==> src/rtl/systolic_pkg.sv <==
`default_nettype none
// +----------------------------------------------------------------------+
// | Module      : systolic_pkg                                           |
// | Description : Shared types and constants for the systolic array      |
// |               sequencer (state encoding, default sizes, PE widths).  |
// | Revision    : 1.0 - initial release                                  |
// +----------------------------------------------------------------------+
package systolic_pkg;

   localparam int DEF_N      = 4;
   localparam int DEF_DATA_W = 8;
   localparam int ACC_W      = 17;

   typedef enum logic [2:0] {
      ST_IDLE  = 3'd0,
      ST_CLEAR = 3'd1,
      ST_FEED  = 3'd2,
      ST_DRAIN = 3'd3,
      ST_DONE  = 3'd4
   } state_t;

   // Number of FEED cycles needed to push a full skewed wavefront through an n x n grid
   function automatic int feed_len(input int n);
      return 3 * n - 2;
   endfunction

endpackage
`default_nettype wire

==> src/rtl/skew_mux.sv <==
`default_nettype none
// +----------------------------------------------------------------------+
// | Module      : skew_mux                                               |
// | Description : Builds one diagonally skewed, zero-padded edge vector  |
// |               from a flat N*N operand buffer and the feed counter t. |
// |               Lane k carries element (k, t-k), or (t-k, k) when      |
// |               TRANSPOSE is set, and zero outside the skew window.    |
// | Revision    : 1.0 - initial release                                  |
// +----------------------------------------------------------------------+
module skew_mux
   import systolic_pkg::*;
#(
   parameter int N         = DEF_N,
   parameter int DATA_W    = DEF_DATA_W,
   parameter int T_W       = 4,
   parameter bit TRANSPOSE = 1'b0
) (
   input  logic [T_W-1:0]        i_t,
   input  logic [N*N*DATA_W-1:0] i_buf,
   output logic [N*DATA_W-1:0]   o_edge
);

   // Select the element on the current anti-diagonal for every lane; lanes outside the window stay zero
   always_comb begin
      o_edge = '0;
      for (int k = 0; k < N; k++) begin
         for (int d = 0; d < N; d++) begin
            if (int'(i_t) == k + d) begin
               if (TRANSPOSE)
                  o_edge[k*DATA_W +: DATA_W] = i_buf[(d*N + k)*DATA_W +: DATA_W];
               else
                  o_edge[k*DATA_W +: DATA_W] = i_buf[(k*N + d)*DATA_W +: DATA_W];
            end
         end
      end
   end

endmodule
`default_nettype wire

==> src/rtl/systolic_ctrl.sv <==
`default_nettype none
// +----------------------------------------------------------------------+
// | Module      : systolic_ctrl                                          |
// | Description : Sequencer for an N x N MAC processing-element grid.    |
// |               Buffers operand matrices A and B, clears the grid on   |
// |               start, then feeds skewed rows of A (west edge) and     |
// |               columns of B (north edge), and pulses done once every  |
// |               accumulator holds its final C element.                 |
// |               Optional: define SYSTOLIC_CTRL_JOB_CNT_EN to add a     |
// |               32-bit completed-job counter output (job_count).       |
// | Revision    : 1.0 - initial release                                  |
// +----------------------------------------------------------------------+
module systolic_ctrl
   import systolic_pkg::*;
#(
   parameter int N      = DEF_N,
   parameter int DATA_W = DEF_DATA_W,
   parameter int ADDR_W = $clog2(N*N)
) (
   input  logic                clk,
   input  logic                reset,
   input  logic                wr_en,
   input  logic                wr_sel,
   input  logic [ADDR_W-1:0]   wr_addr,
   input  logic [DATA_W-1:0]   wr_data,
   input  logic                start,
   output logic                busy,
   output logic                done,
   output logic                array_rst,
   output logic [N*DATA_W-1:0] a_edge,
   output logic [N*DATA_W-1:0] b_edge
`ifdef SYSTOLIC_CTRL_JOB_CNT_EN
   ,
   output logic [31:0]         job_count
`endif
);

   localparam int             c_feed_len = feed_len(N);
   localparam int             c_t_w      = $clog2(c_feed_len);
   localparam logic [c_t_w-1:0] c_t_last = c_t_w'(c_feed_len - 1);

   state_t                  r_state;
   state_t                  w_state_next;
   logic [c_t_w-1:0]        r_t;
   logic [c_t_w-1:0]        w_t_next;
   logic [N*N*DATA_W-1:0]   r_a_buf;
   logic [N*N*DATA_W-1:0]   r_b_buf;
   logic [N*DATA_W-1:0]     w_a_skew;
   logic [N*DATA_W-1:0]     w_b_skew;
   logic                    w_wr_ok;
   logic                    r_busy;
   logic                    r_done;
   logic                    r_array_rst;
   logic [N*DATA_W-1:0]     r_a_edge;
   logic [N*DATA_W-1:0]     r_b_edge;

   // Writes land only while idle so the operands cannot change under a running job
   assign w_wr_ok = wr_en && (r_state == ST_IDLE) && (int'(wr_addr) < N*N);

   // Next state and next feed index; the counter is zero outside FEED
   always_comb begin
      w_state_next = r_state;
      w_t_next     = '0;
      case (r_state)
         ST_IDLE:  if (start) w_state_next = ST_CLEAR;
         ST_CLEAR: w_state_next = ST_FEED;
         ST_FEED: begin
            if (r_t == c_t_last)
               w_state_next = ST_DRAIN;
            else
               w_t_next = r_t + 1'b1;
         end
         ST_DRAIN: w_state_next = ST_DONE;
         ST_DONE:  w_state_next = ST_IDLE;
         default:  w_state_next = ST_IDLE;
      endcase
   end

   // Skew muxes look at the next index so the edge registers present element t during cycle t
   skew_mux #(
      .N         (N),
      .DATA_W    (DATA_W),
      .T_W       (c_t_w),
      .TRANSPOSE (1'b0)
   ) u_skew_a (
      .i_t    (w_t_next),
      .i_buf  (r_a_buf),
      .o_edge (w_a_skew)
   );

   skew_mux #(
      .N         (N),
      .DATA_W    (DATA_W),
      .T_W       (c_t_w),
      .TRANSPOSE (1'b1)
   ) u_skew_b (
      .i_t    (w_t_next),
      .i_buf  (r_b_buf),
      .o_edge (w_b_skew)
   );

   // State and feed counter registers
   always_ff @(posedge clk or negedge reset) begin
      if (!reset) begin
         r_state <= ST_IDLE;
         r_t     <= '0;
      end else begin
         r_state <= w_state_next;
         r_t     <= w_t_next;
      end
   end

   // Registered outputs decoded from the upcoming state; edges are zero except in FEED
   always_ff @(posedge clk or negedge reset) begin
      if (!reset) begin
         r_busy      <= 1'b0;
         r_done      <= 1'b0;
         r_array_rst <= 1'b0;
         r_a_edge    <= '0;
         r_b_edge    <= '0;
      end else begin
         r_busy      <= (w_state_next != ST_IDLE);
         r_done      <= (w_state_next == ST_DONE);
         r_array_rst <= (w_state_next == ST_CLEAR);
         r_a_edge    <= (w_state_next == ST_FEED) ? w_a_skew : '0;
         r_b_edge    <= (w_state_next == ST_FEED) ? w_b_skew : '0;
      end
   end

   // Operand buffers, cleared by reset and written one element at a time
   always_ff @(posedge clk or negedge reset) begin
      if (!reset) begin
         r_a_buf <= '0;
         r_b_buf <= '0;
      end else if (w_wr_ok) begin
         if (wr_sel)
            r_b_buf[int'(wr_addr)*DATA_W +: DATA_W] <= wr_data;
         else
            r_a_buf[int'(wr_addr)*DATA_W +: DATA_W] <= wr_data;
      end
   end

   assign busy      = r_busy;
   assign done      = r_done;
   assign array_rst = r_array_rst;
   assign a_edge    = r_a_edge;
   assign b_edge    = r_b_edge;

`ifdef SYSTOLIC_CTRL_JOB_CNT_EN
   logic [31:0] r_job_count;

   // Count completed jobs; the value already includes the job whose done is showing
   always_ff @(posedge clk or negedge reset) begin
      if (!reset)
         r_job_count <= '0;
      else if (w_state_next == ST_DONE)
         r_job_count <= r_job_count + 32'd1;
   end

   assign job_count = r_job_count;
`endif

endmodule
`default_nettype wire

==> config.mk <==
export PLATFORM = sky130hd
export DESIGN_NAME = systolic_ctrl
export DESIGN_NICKNAME = d
export VERILOG_FILES = /design/src/rtl/systolic_pkg.sv /design/src/rtl/skew_mux.sv /design/src/rtl/systolic_ctrl.sv
export SDC_FILE = /design/constraint.sdc
export NUM_CORES = 1
export LEC_CHECK = 0
export ABC_AREA = 1
export CAP_MARGIN = 0
export CORE_MARGIN = 5
export CORE_UTILIZATION = 60
export CTS_CLUSTER_DIAMETER = 80
export DETAILED_ROUTE_END_ITERATION = 10
export PLACE_DENSITY = 0.81
export SLEW_MARGIN = 20
export SYNTH_ARGS = -nofsm -noshare
export SYNTH_HDL_FRONTEND = slang
export SYNTH_SLANG_ARGS = --single-unit
==> constraint.sdc <==
create_clock -name clk -period 2.2 [get_ports clk]
set_clock_uncertainty 0.1 [all_clocks]
set_input_delay 0.44 -clock clk [delete_from_list [all_inputs] [get_ports clk]]
set_output_delay 0.44 -clock clk [all_outputs]
set_load 0.02 [all_outputs]
==> results.env, run 1 <==
MAXCAPVIOLCOUNT=0
PATH_CELLS='inv_1 > ha_2 > nand3_2 > nand2_2 > nor2_4 > nor2_4 > buf_12 > buf_12 > buf_6 > nand3_1 > nand2_1 > nor2_1 > nor2_1'
TIGHTESTPINTRANSITION_NS=0.5311
GR-USAGE-MET1_PCT=45.04
GRT_SETUP_UNREPAIRED='true'
FAILING_CHECKS='setup timing'
FINAL_LAYOUT_WORST_HOLD_SLACK_NS=0.3781
SYNTH_ENABLE_FLOP_CELLS=0
NUM_ROWS=58
WORST_EP_ARRIVAL_TIME_NS=2.58
FINISH.NET_COUNT=2035
MAXIMUM_NUMBER_OF_PINS_ON_ONE_NET_BEFORE_GLOBAL_ROUTE_REPAIR=92
CTS_ROOT_BUF='sky130_fd_sc_hd__clkbuf_16'
SYNTHESIZED_AREA_DIVIDED_BY_SYNTHESIZED_CELL_COUNT_UM2=8.250
POST_DP_CELL_AREA_UM2=17390
FILLERS=1684
CORE_UM2=24960
CRITICAL_PATH.STARTPOINT_TYPE='flop'
DRT_ITER0_DRC=2286
POWER.NET_SWITCHING_W=0.005894
GRT_PASS1_WL_MM=74.45
PINT_W=0.01238
START_UTIL_PCT=60.38
FF2FF_SETUP_SLACK_NS=-0.05
POST-ROUTE-MIN-PERIOD_NS=2.254
NETLIST_AREA_UM2=15070
SYNTH_COMPOUND_AREA_SHARE_PCT=7.471
DRT-PASS1-ITER-COUNT=6
FINAL-SEQ-AREA_UM2=8258
RUN_STATUS='finished with violations'
NETSWITCHINGFRACTION_PCT=32.25
SYN_INST=1827
POWER.IR.VDD_WORST_mV=0.8313
RESIDUAL_DRC_COUNT=0
WORST_PATH_LARGEST_CELL_DELAY_NS=0.42
ANTENNADIODECOUNT=0
MOST_FREQUENT_CELLS_IN_THE_LAYOUT='sky130_fd_sc_hd__nand2_1 (549), sky130_fd_sc_hd__dfrtp_1 (330), sky130_fd_sc_hd__nand3_1 (175)'
WORST_R2R_ENDPOINT='b_edge[6]$_DFF_PN0_'
SYNTH_TOP_FLOP_CELL='sky130_fd_sc_hd__dfrtp_1'
POST_CTS_CLOCK_SLEW_AT_THE_LAUNCH_AND_CAPTURE_REGISTERS_OF_THE_WORST_SETUP_AND_HOLD_PATHS_NS=0.06
FIN_WS_NS=-0.05413
POWER_LEAKAGE_nW=9.633
YOSYS.AREA_SHARE.ADDER_PCT=0.3320
YS_TYPES=29
MOSTFREQUENTLAYOUTCELL='sky130_fd_sc_hd__nand2_1'
P_SEQ_SHARE_PCT=38.1
TOTAL_VIA_COUNT_IN_THE_ROUTED_DESIGN=14470
COMBINATIONAL_FAMILY_WITH_THE_MOST_AREA_AFTER_SYNTHESIS='simple AND/OR/NAND/NOR gates'
CRIT-REG2REG-LAUNCH='r_t[1]$_DFF_PN0_'
ANTENNA_LEFT=0
COMBPWRFRAC_PCT=26.0
TOTAL_POWER_DENSITY_PER_CELL_AREA_nW_PER_UM2=944.2
MAX-SLEW-MARGIN-REL_PCT=64.59
WORSTSKEWPAIRLATENCY_NS=0.53
SYNTH-ASYNC-RESET-RATIO_PCT=100.0
SLOWEST_STAGE='sky130_fd_sc_hd__dfrtp_1'
ACHIEVABLE-FREQUENCY_MHz=443.6
IO_BUFFERS=83
PLACE.DETAILED.HPWL_MM=33.07
YS_SEQ_ELEMENTS=330
POST_SYNTH_XOR_AREA_FRACTION_PCT=0.1079
DRT-WIRELENGTH-PER-CELL_UM=20.70
CRITICAL_PATH_CLASS='flop to flop'
IOS=84
GRT_USAGE_PCT=33.36
CLOCK_SINK_COUNT=330
AREAGROWTHSYNTHTOFINISH_PCT=28.42
CLOCK_POWER_SHARE_PCT=35.9
FIN_CRIT_SH_PCT=102.5
MULTI_INPUT_COMB_AREA_UM2=6367
FINALHOLDVIOLCOUNT=0
VIA_PER_INST=6.105
DRT_WL_TOTAL_MM=49.05
REPORT.FINAL.SETUP_VIOL=14
HIGHEST_UTILIZATION_ROUTING_LAYER_AT_THE_GLOBAL_ROUTE_STAGE='met2'
WORSTPATHMAXFANOUT=14
CRIT_REQUIRED_NS=2.53
PRECTSSETUPSLACK_NS=-0.5967
GRT_USE_MET2_PCT=52.39
TIMING.FINAL.MAX_SLEW_VIOLATIONS=0
SEQ_AREA_FRAC_SYNTH_PCT=54.79
MET3_USAGE_PCT=6.749
DRIVE_GT1_SHARE_PCT=17.30
FF2FF_PATH_DEPTH=13
DIEWIDTH_UM=168.5
DIEHEIGHT_UM=168.5
FINAL_CELL_AREA_UM2=19360
CP-STARTPOINT='r_t[1]$_DFF_PN0_'
DESIGN.DIE.AREA_UM2=28390
MULTIPLEXER_SHARE_OF_THE_SYNTHESIZED_AREA_PCT=0
VIA_COUNT_OF_THE_FIRST_GLOBAL_ROUTING_PASS=13560
WORSTHOLDPATHTYPE='flop to flop'
CRIT_PATH_END_KIND='flop'
GLOBAL_ROUTE.OVERFLOW_TOTAL=0
SYNTH.YOSYS.WARNINGS=0
CTSHTREEMAXLEVEL=2
POSTSYNTHNETCOUNT=1848
SYNTH-SIMPLE-AREA-SHARE_PCT=31.29
CTS_INSERTED_BUFFERS=36
ANTENNA_VIOLATIONS_BEFORE_REPAIR=0
GP_CONGESTION=0.9992
CTS_TREE='yes'
CTS.PATH.MAX_BUFFERS=3
ENDPOINT_OF_THE_MOST_CRITICAL_SETUP_PATH='b_edge[6]$_DFF_PN0_'
-- critical path: cells and delay by family (launching register included) --
family	cells	cell delay (ns)
AND/OR/NAND/NOR	8	0.87
buffers and inverters	4	0.56
flip-flops	1	0.42
adder cells (fa/ha/maj)	1	0.20
-- final cells by class --
class	count	area share [%]
flip-flops and latches	330	42.66
multi-input cells	1285	32.89
repair buffers	259	13.67
clock buffers	46	5.061
well taps	330	2.133
inverters	102	2.004
clock inverters	18	1.577
-- power by group through the flow --
stage	logic, W	clock network [W]	registers, W
floorplan	0.00203	0	0.00715
global placement	0.00397	0	0.00703
detailed placement	0.00406	0	0.00704
CTS	0.00417	0.00659	0.00695
global route	0.00502	0.00686	0.00702
finish	0.00475	0.00656	0.00697
-- cells in the mapped netlist, types with 2 or more instances --
master	count	area share [%]
sky130_fd_sc_hd__buf_2	51	1.7
sky130_fd_sc_hd__buf_4	11	0.55
sky130_fd_sc_hd__clkbuf_1	48	1.2
sky130_fd_sc_hd__dfrtp_1	330	55
sky130_fd_sc_hd__ha_1	4	0.33
sky130_fd_sc_hd__inv_1	93	2.3
sky130_fd_sc_hd__inv_2	7	0.17
sky130_fd_sc_hd__nand2_1	563	14
sky130_fd_sc_hd__nand2_2	7	0.29
sky130_fd_sc_hd__nand3_1	186	6.2
sky130_fd_sc_hd__nand3_2	13	0.86
sky130_fd_sc_hd__nand3_4	4	0.46
sky130_fd_sc_hd__nand4_1	87	3.6
sky130_fd_sc_hd__nor2_1	159	4.0
sky130_fd_sc_hd__nor2_2	11	0.46
sky130_fd_sc_hd__nor3_1	27	0.90
sky130_fd_sc_hd__nor3_4	2	0.22
sky130_fd_sc_hd__nor4_1	8	0.33
sky130_fd_sc_hd__o211ai_1	16	0.80
sky130_fd_sc_hd__o21ai_0	177	5.9
sky130_fd_sc_hd__o21ai_1	15	0.50
-- metrics by stage --
stage	cells	setup TNS (ns)	utilization [%]	power, W
global placement	2294	-108.72	69.67	0.01100
floorplan	1827	-0.2255	-	0.009180
global route	2370	-3.630	77.54	0.01890
detailed placement	2294	-122.31	69.67	0.01111
finish	2370	-0.2746	77.54	0.01828
CTS	2361	-0.006576	75.48	0.01772
-- cell families (layout without fill, tap and decap cells) --
family / Yosys count / in the layout
compound gates: 212 / 212
xor+xnor: 1 / 1
fa+ha+maj: 4 / 4
buf+inv: 213 / 425
flops: 330 / 330
simple gates: 1067 / 1068
-- repair_timing --
item / 4_1_cts / 5_1_grt
hold buffers: 1 / 0
pin swaps: 2 / 11
buffers inserted: 1 / 4
gates resized for setup: 23 / 90
hold endpoints to repair: 330 / 0
setup endpoints to repair: 76 / 283
cloned: 1 / 5
-- sequential cells by signal, summed over array words and instances (netlist names) --
signal / cells
r_state: 3
done: 1
busy: 1
r_a_buf: 128
b_edge: 32
r_b_buf: 128
array_rst: 1
r_t: 4
a_edge: 32
-- per-layer routing --
metal  vias to the layer above  part of all wire, %
li1                       6404                    -
met2                       985                   46
met4                         0                  6.3
met5                         -                    0
met1                      6844                   37
met3                       236                   11
-- worst min path at each step --
stage	slack, ns	depth (start not counted)	from	to
after floorplan	0.04	0	reset	a_edge[0]$_DFF_PN0_
after global placement	0.36	2	r_b_buf[102]$_DFFE_PN0P_	r_b_buf[102]$_DFFE_PN0P_
after detailed placement	0.37	2	r_a_buf[23]$_DFFE_PN0P_	r_a_buf[23]$_DFFE_PN0P_
after CTS	0.38	2	r_b_buf[99]$_DFFE_PN0P_	r_b_buf[99]$_DFFE_PN0P_
after global routing	0.39	2	r_b_buf[99]$_DFFE_PN0P_	r_b_buf[99]$_DFFE_PN0P_
final	0.38	2	r_b_buf[99]$_DFFE_PN0P_	r_b_buf[99]$_DFFE_PN0P_
Power figures use the tool's default switching activity.
==> run 2: changes to the inputs <==
--- a/config.mk
+++ b/config.mk
@@ -8,10 +8,11 @@
 export ABC_AREA = 1
 export CAP_MARGIN = 0
 export CORE_MARGIN = 5
-export CORE_UTILIZATION = 60
+export CORE_UTILIZATION = 59
 export CTS_CLUSTER_DIAMETER = 80
 export DETAILED_ROUTE_END_ITERATION = 10
-export PLACE_DENSITY = 0.81
+export PLACE_DENSITY = 0.8
+export SETUP_SLACK_MARGIN = 0.5
 export SLEW_MARGIN = 20
 export SYNTH_ARGS = -nofsm -noshare
 export SYNTH_HDL_FRONTEND = slang
==> run 2 against run 1 <==
Effect of this change: the run still ends with setup timing left; maximum frequency decreased by 5.5%; sequential share of layout area down 3.0 points; power grew 8.5%; die area grew 1.6%; cell count up 2.6%; non-clock buffer count is 59 higher; utilization rose by 5.3 points; design area up 7.7%; critical endpoint is now a_edge[28]$_DFF_PN0_; highest routed layer is now met5.
==> results.env, run 2 (synthesis results as in run 1) <==
RUN_STATUS='finished with violations'  # unchanged
FAILING_CHECKS='setup timing'  # unchanged
DESIGN.DIE.AREA_UM2=28840  # was 28390 um2
TOTAL_POWER_DENSITY_PER_CELL_AREA_nW_PER_UM2=951.3  # was 944.2 nW/um2
CRITICAL_PATH.STARTPOINT_TYPE='flop'  # unchanged
DRT-PASS1-ITER-COUNT=7  # was 6
PLACE.DETAILED.HPWL_MM=34.14  # was 33.07 mm
CTS_ROOT_BUF='sky130_fd_sc_hd__clkbuf_16'  # unchanged
GRT_PASS1_WL_MM=82.61  # was 74.45 mm
VIA_PER_INST=6.487  # was 6.105
LAYOUT_TOP_REGISTERS='r_a_buf (128), r_b_buf (128)'  # unchanged
AREAGROWTHSYNTHTOFINISH_PCT=38.32  # was 28.42%
ANTENNA_LEFT=0  # unchanged
ANTENNA_VIOLATIONS_BEFORE_REPAIR=1  # was 0
TIMING.FINAL.MAX_SLEW_VIOLATIONS=0  # unchanged
START_UTIL_PCT=59.86  # was 60.38%
CTSHTREEMAXLEVEL=2  # unchanged
IO_BUFFERS=83  # unchanged
MOSTFREQUENTLAYOUTCELL='sky130_fd_sc_hd__nand2_1'  # unchanged
DIEWIDTH_UM=169.8  # was 168.5 um
ANTENNADIODECOUNT=0  # unchanged
MULTI_INPUT_COMB_AREA_UM2=7046  # was 6367 um2
CTS.PATH.MAX_BUFFERS=3  # unchanged
WORST_PATH_LARGEST_CELL_DELAY_NS=0.43  # was 0.42 ns
DIEHEIGHT_UM=169.8  # was 168.5 um
FILLERS=1304  # was 1684
CORE_UM2=25180  # was 24960 um2
MAXCAPVIOLCOUNT=0  # unchanged
RESIDUAL_DRC_COUNT=0  # unchanged
POST-ROUTE-MIN-PERIOD_NS=2.385  # was 2.254 ns
WORSTSKEWPAIRLATENCY_NS=0.54  # was 0.53 ns
MAX-SLEW-MARGIN-REL_PCT=51.12  # was 64.59%
PATH_CELLS='inv_4 > nand2_1 > nor2_2 > nand2_4 > nor2_1 > nor2_4 > buf_12 > clkbuf_16 > nand3_1 > nand2_1 > nor2_1 > nor2_1'  # was inv_1 > ha_2 > nand3_2 > nand2_2 > nor2_4 > nor2_4 > buf_12 > buf_12 > buf_6 > nand3_1 > nand2_1 > nor2_1 > nor2_1
FINAL-SEQ-AREA_UM2=8263  # was 8258 um2
GLOBAL_ROUTE.OVERFLOW_TOTAL=0  # unchanged
FIN_WS_NS=-0.1849  # was -0.05413 ns
TOTAL_VIA_COUNT_IN_THE_ROUTED_DESIGN=15780  # was 14.47k
FINISH.NET_COUNT=2099  # was 2035
POWER_LEAKAGE_nW=10.25  # was 9.633 nW
WORST_EP_ARRIVAL_TIME_NS=2.69  # was 2.58 ns
DRT-WIRELENGTH-PER-CELL_UM=24.66  # was 20.70 um
GRT_USAGE_PCT=36.84  # was 33.36%
DRIVE_GT1_SHARE_PCT=24.88  # was 17.30%
ACHIEVABLE-FREQUENCY_MHz=419.3  # was 443.6 MHz
FINAL_LAYOUT_WORST_HOLD_SLACK_NS=0.3344  # was 0.3781 ns
VIA_COUNT_OF_THE_FIRST_GLOBAL_ROUTING_PASS=14690  # was 13.56k
TIGHTESTPINTRANSITION_NS=0.7266  # was 0.5311 ns
SLOWEST_STAGE='sky130_fd_sc_hd__dfrtp_1'  # unchanged
FINALHOLDVIOLCOUNT=0  # unchanged
CTS_INSERTED_BUFFERS=36  # unchanged
GP_CONGESTION=1.020  # was 0.9992
POWER.IR.VDD_WORST_mV=0.7315  # was 0.8313 mV
GRT_SETUP_UNREPAIRED='true'  # unchanged
CRIT_PATH_END_KIND='flop'  # unchanged
CRIT_REQUIRED_NS=2.51  # was 2.53 ns
IOS=84  # unchanged
DRT_ITER0_DRC=2768  # was 2286
FIN_CRIT_SH_PCT=108.4  # was 102.5%
MAXIMUM_NUMBER_OF_PINS_ON_ONE_NET_BEFORE_GLOBAL_ROUTE_REPAIR=62  # was 92
FF2FF_SETUP_SLACK_NS=-0.18  # was -0.05 ns
MOST_FREQUENT_CELL_ON_CRITICAL_PATH='sky130_fd_sc_hd__nor2_1'
CLOCK_SINK_COUNT=330  # unchanged
REPORT.FINAL.SETUP_VIOL=55  # was 14
DRT_WL_TOTAL_MM=59.97  # was 49.05 mm
NUM_ROWS=58  # unchanged
POST_DP_CELL_AREA_UM2=17780  # was 17390 um2
CTS_TREE='yes'  # unchanged
WORSTHOLDPATHTYPE='primary input to async pin'  # was flop to flop
CRITICAL_PATH_CLASS='flop to flop'  # unchanged
WORSTPATHMAXFANOUT=8  # was 14
POST_CTS_CLOCK_SLEW_AT_THE_LAUNCH_AND_CAPTURE_REGISTERS_OF_THE_WORST_SETUP_AND_HOLD_PATHS_NS=0.06  # about the same
FINAL_CELL_AREA_UM2=20850  # was 19360 um2
MOST_FREQUENT_CELLS_IN_THE_LAYOUT='sky130_fd_sc_hd__nand2_1 (515), sky130_fd_sc_hd__dfrtp_1 (326), sky130_fd_sc_hd__buf_4 (160)'  # was sky130_fd_sc_hd__nand2_1 (549), sky130_fd_sc_hd__dfrtp_1 (330), sky130_fd_sc_hd__nand3_1 (175)
## run 2: changes by cell type in the layout (fill, tap and decap cells not counted), moves of 30 or more
cell / change
sky130_fd_sc_hd__o21ai_1: +60
sky130_fd_sc_hd__nand3_2: +30
sky130_fd_sc_hd__o21ai_0: -61
sky130_fd_sc_hd__nand3_1: -46
sky130_fd_sc_hd__buf_4: +30
sky130_fd_sc_hd__nand2_1: -34
## run 2: area by class of cell
| cell class | count | area share, % |
|---|---|---|
| inverter | 102 | 2.082 |
| tap | 330 | 1.980 |
| sequential | 330 | 39.63 |
| clock inverter | 9 | 0.6241 |
| clock buffer | 53 | 5.161 |
| multi-input combinational | 1290 | 33.79 |
| timing repair buffer | 318 | 16.73 |
## run 2: path summary, 6_finish.rpt
| path | startpoint | endpoint | cells past startpoint |
|---|---|---|---|
| max | r_state[0]$_DFF_PN0_ | a_edge[28]$_DFF_PN0_ | 12 |
| min | reset | r_b_buf[114]$_DFFE_PN0P_ | 2 |
| max reg2reg | r_state[0]$_DFF_PN0_ | a_edge[28]$_DFF_PN0_ | 12 |
| min reg2reg | r_b_buf[83]$_DFFE_PN0P_ | r_b_buf[83]$_DFFE_PN0P_ | 2 |
| max in group asynchronous | reset | b_edge[1]$_DFF_PN0_ | 3 |
| min in group clk | r_b_buf[83]$_DFFE_PN0P_ | r_b_buf[83]$_DFFE_PN0P_ | 2 |
## run 2: through the flow
stage	instances	TNS, ns	total power [W]	util [%]	setup slack (ns)
after floorplan	1827	0	0.009286	-	0.1845
after global placement	2308	-89.17	0.01112	70.62	-0.5342
after detailed placement	2308	-101.63	0.01125	70.62	-0.5518
after CTS	2403	0	0.01819	79.40	0.08701
after global routing	2432	-4.877	0.02031	82.79	-0.1890
final	2432	-3.741	0.01983	82.79	-0.1849
## run 2: what timing repair did
action,4_1_cts,5_1_grt
endpoints found under the hold margin,41,0
gates cloned,13,10
endpoints found under the setup margin,387,387
setup buffers,19,19
hold buffers,1,0
resized for setup,157,110
pin swaps,44,31
## run 2: routing by layer
layer,routed length (um),up-vias,global-route usage [%]
li1,-,6542,-
met2,26570,1405,57.31
met1,19540,7382,47.11
met5,15,-,0
met3,8152,445,9.292
met4,5695,2,21.63
## run 2: critical path: cells and delay by family (launching register included)
| kind | cells | cell delay (ns) |
|---|---|---|
| flip-flops | 1 | 0.43 |
| AND/OR/NAND/NOR | 9 | 1.24 |
| buffers and inverters | 3 | 0.47 |
## run 2: report_power, final
| part | switching, W | total (W) | internal, W |
|---|---|---|---|
| clock network | 0.00250 | 0.00624 | 0.00374 |
| registers | 0.000439 | 0.00707 | 0.00663 |
| logic | 0.00400 | 0.00652 | 0.00251 |
==> run 3: changes to the inputs <==
--- a/config.mk
+++ b/config.mk
@@ -13,7 +13,6 @@
 export DETAILED_ROUTE_END_ITERATION = 10
 export PLACE_DENSITY = 0.8
 export SETUP_SLACK_MARGIN = 0.5
-export SLEW_MARGIN = 20
 export SYNTH_ARGS = -nofsm -noshare
 export SYNTH_HDL_FRONTEND = slang
 export SYNTH_SLANG_ARGS = --single-unit
==> results of run 3 <==
Final layout, timing and power as in run 2 (identical DEF).
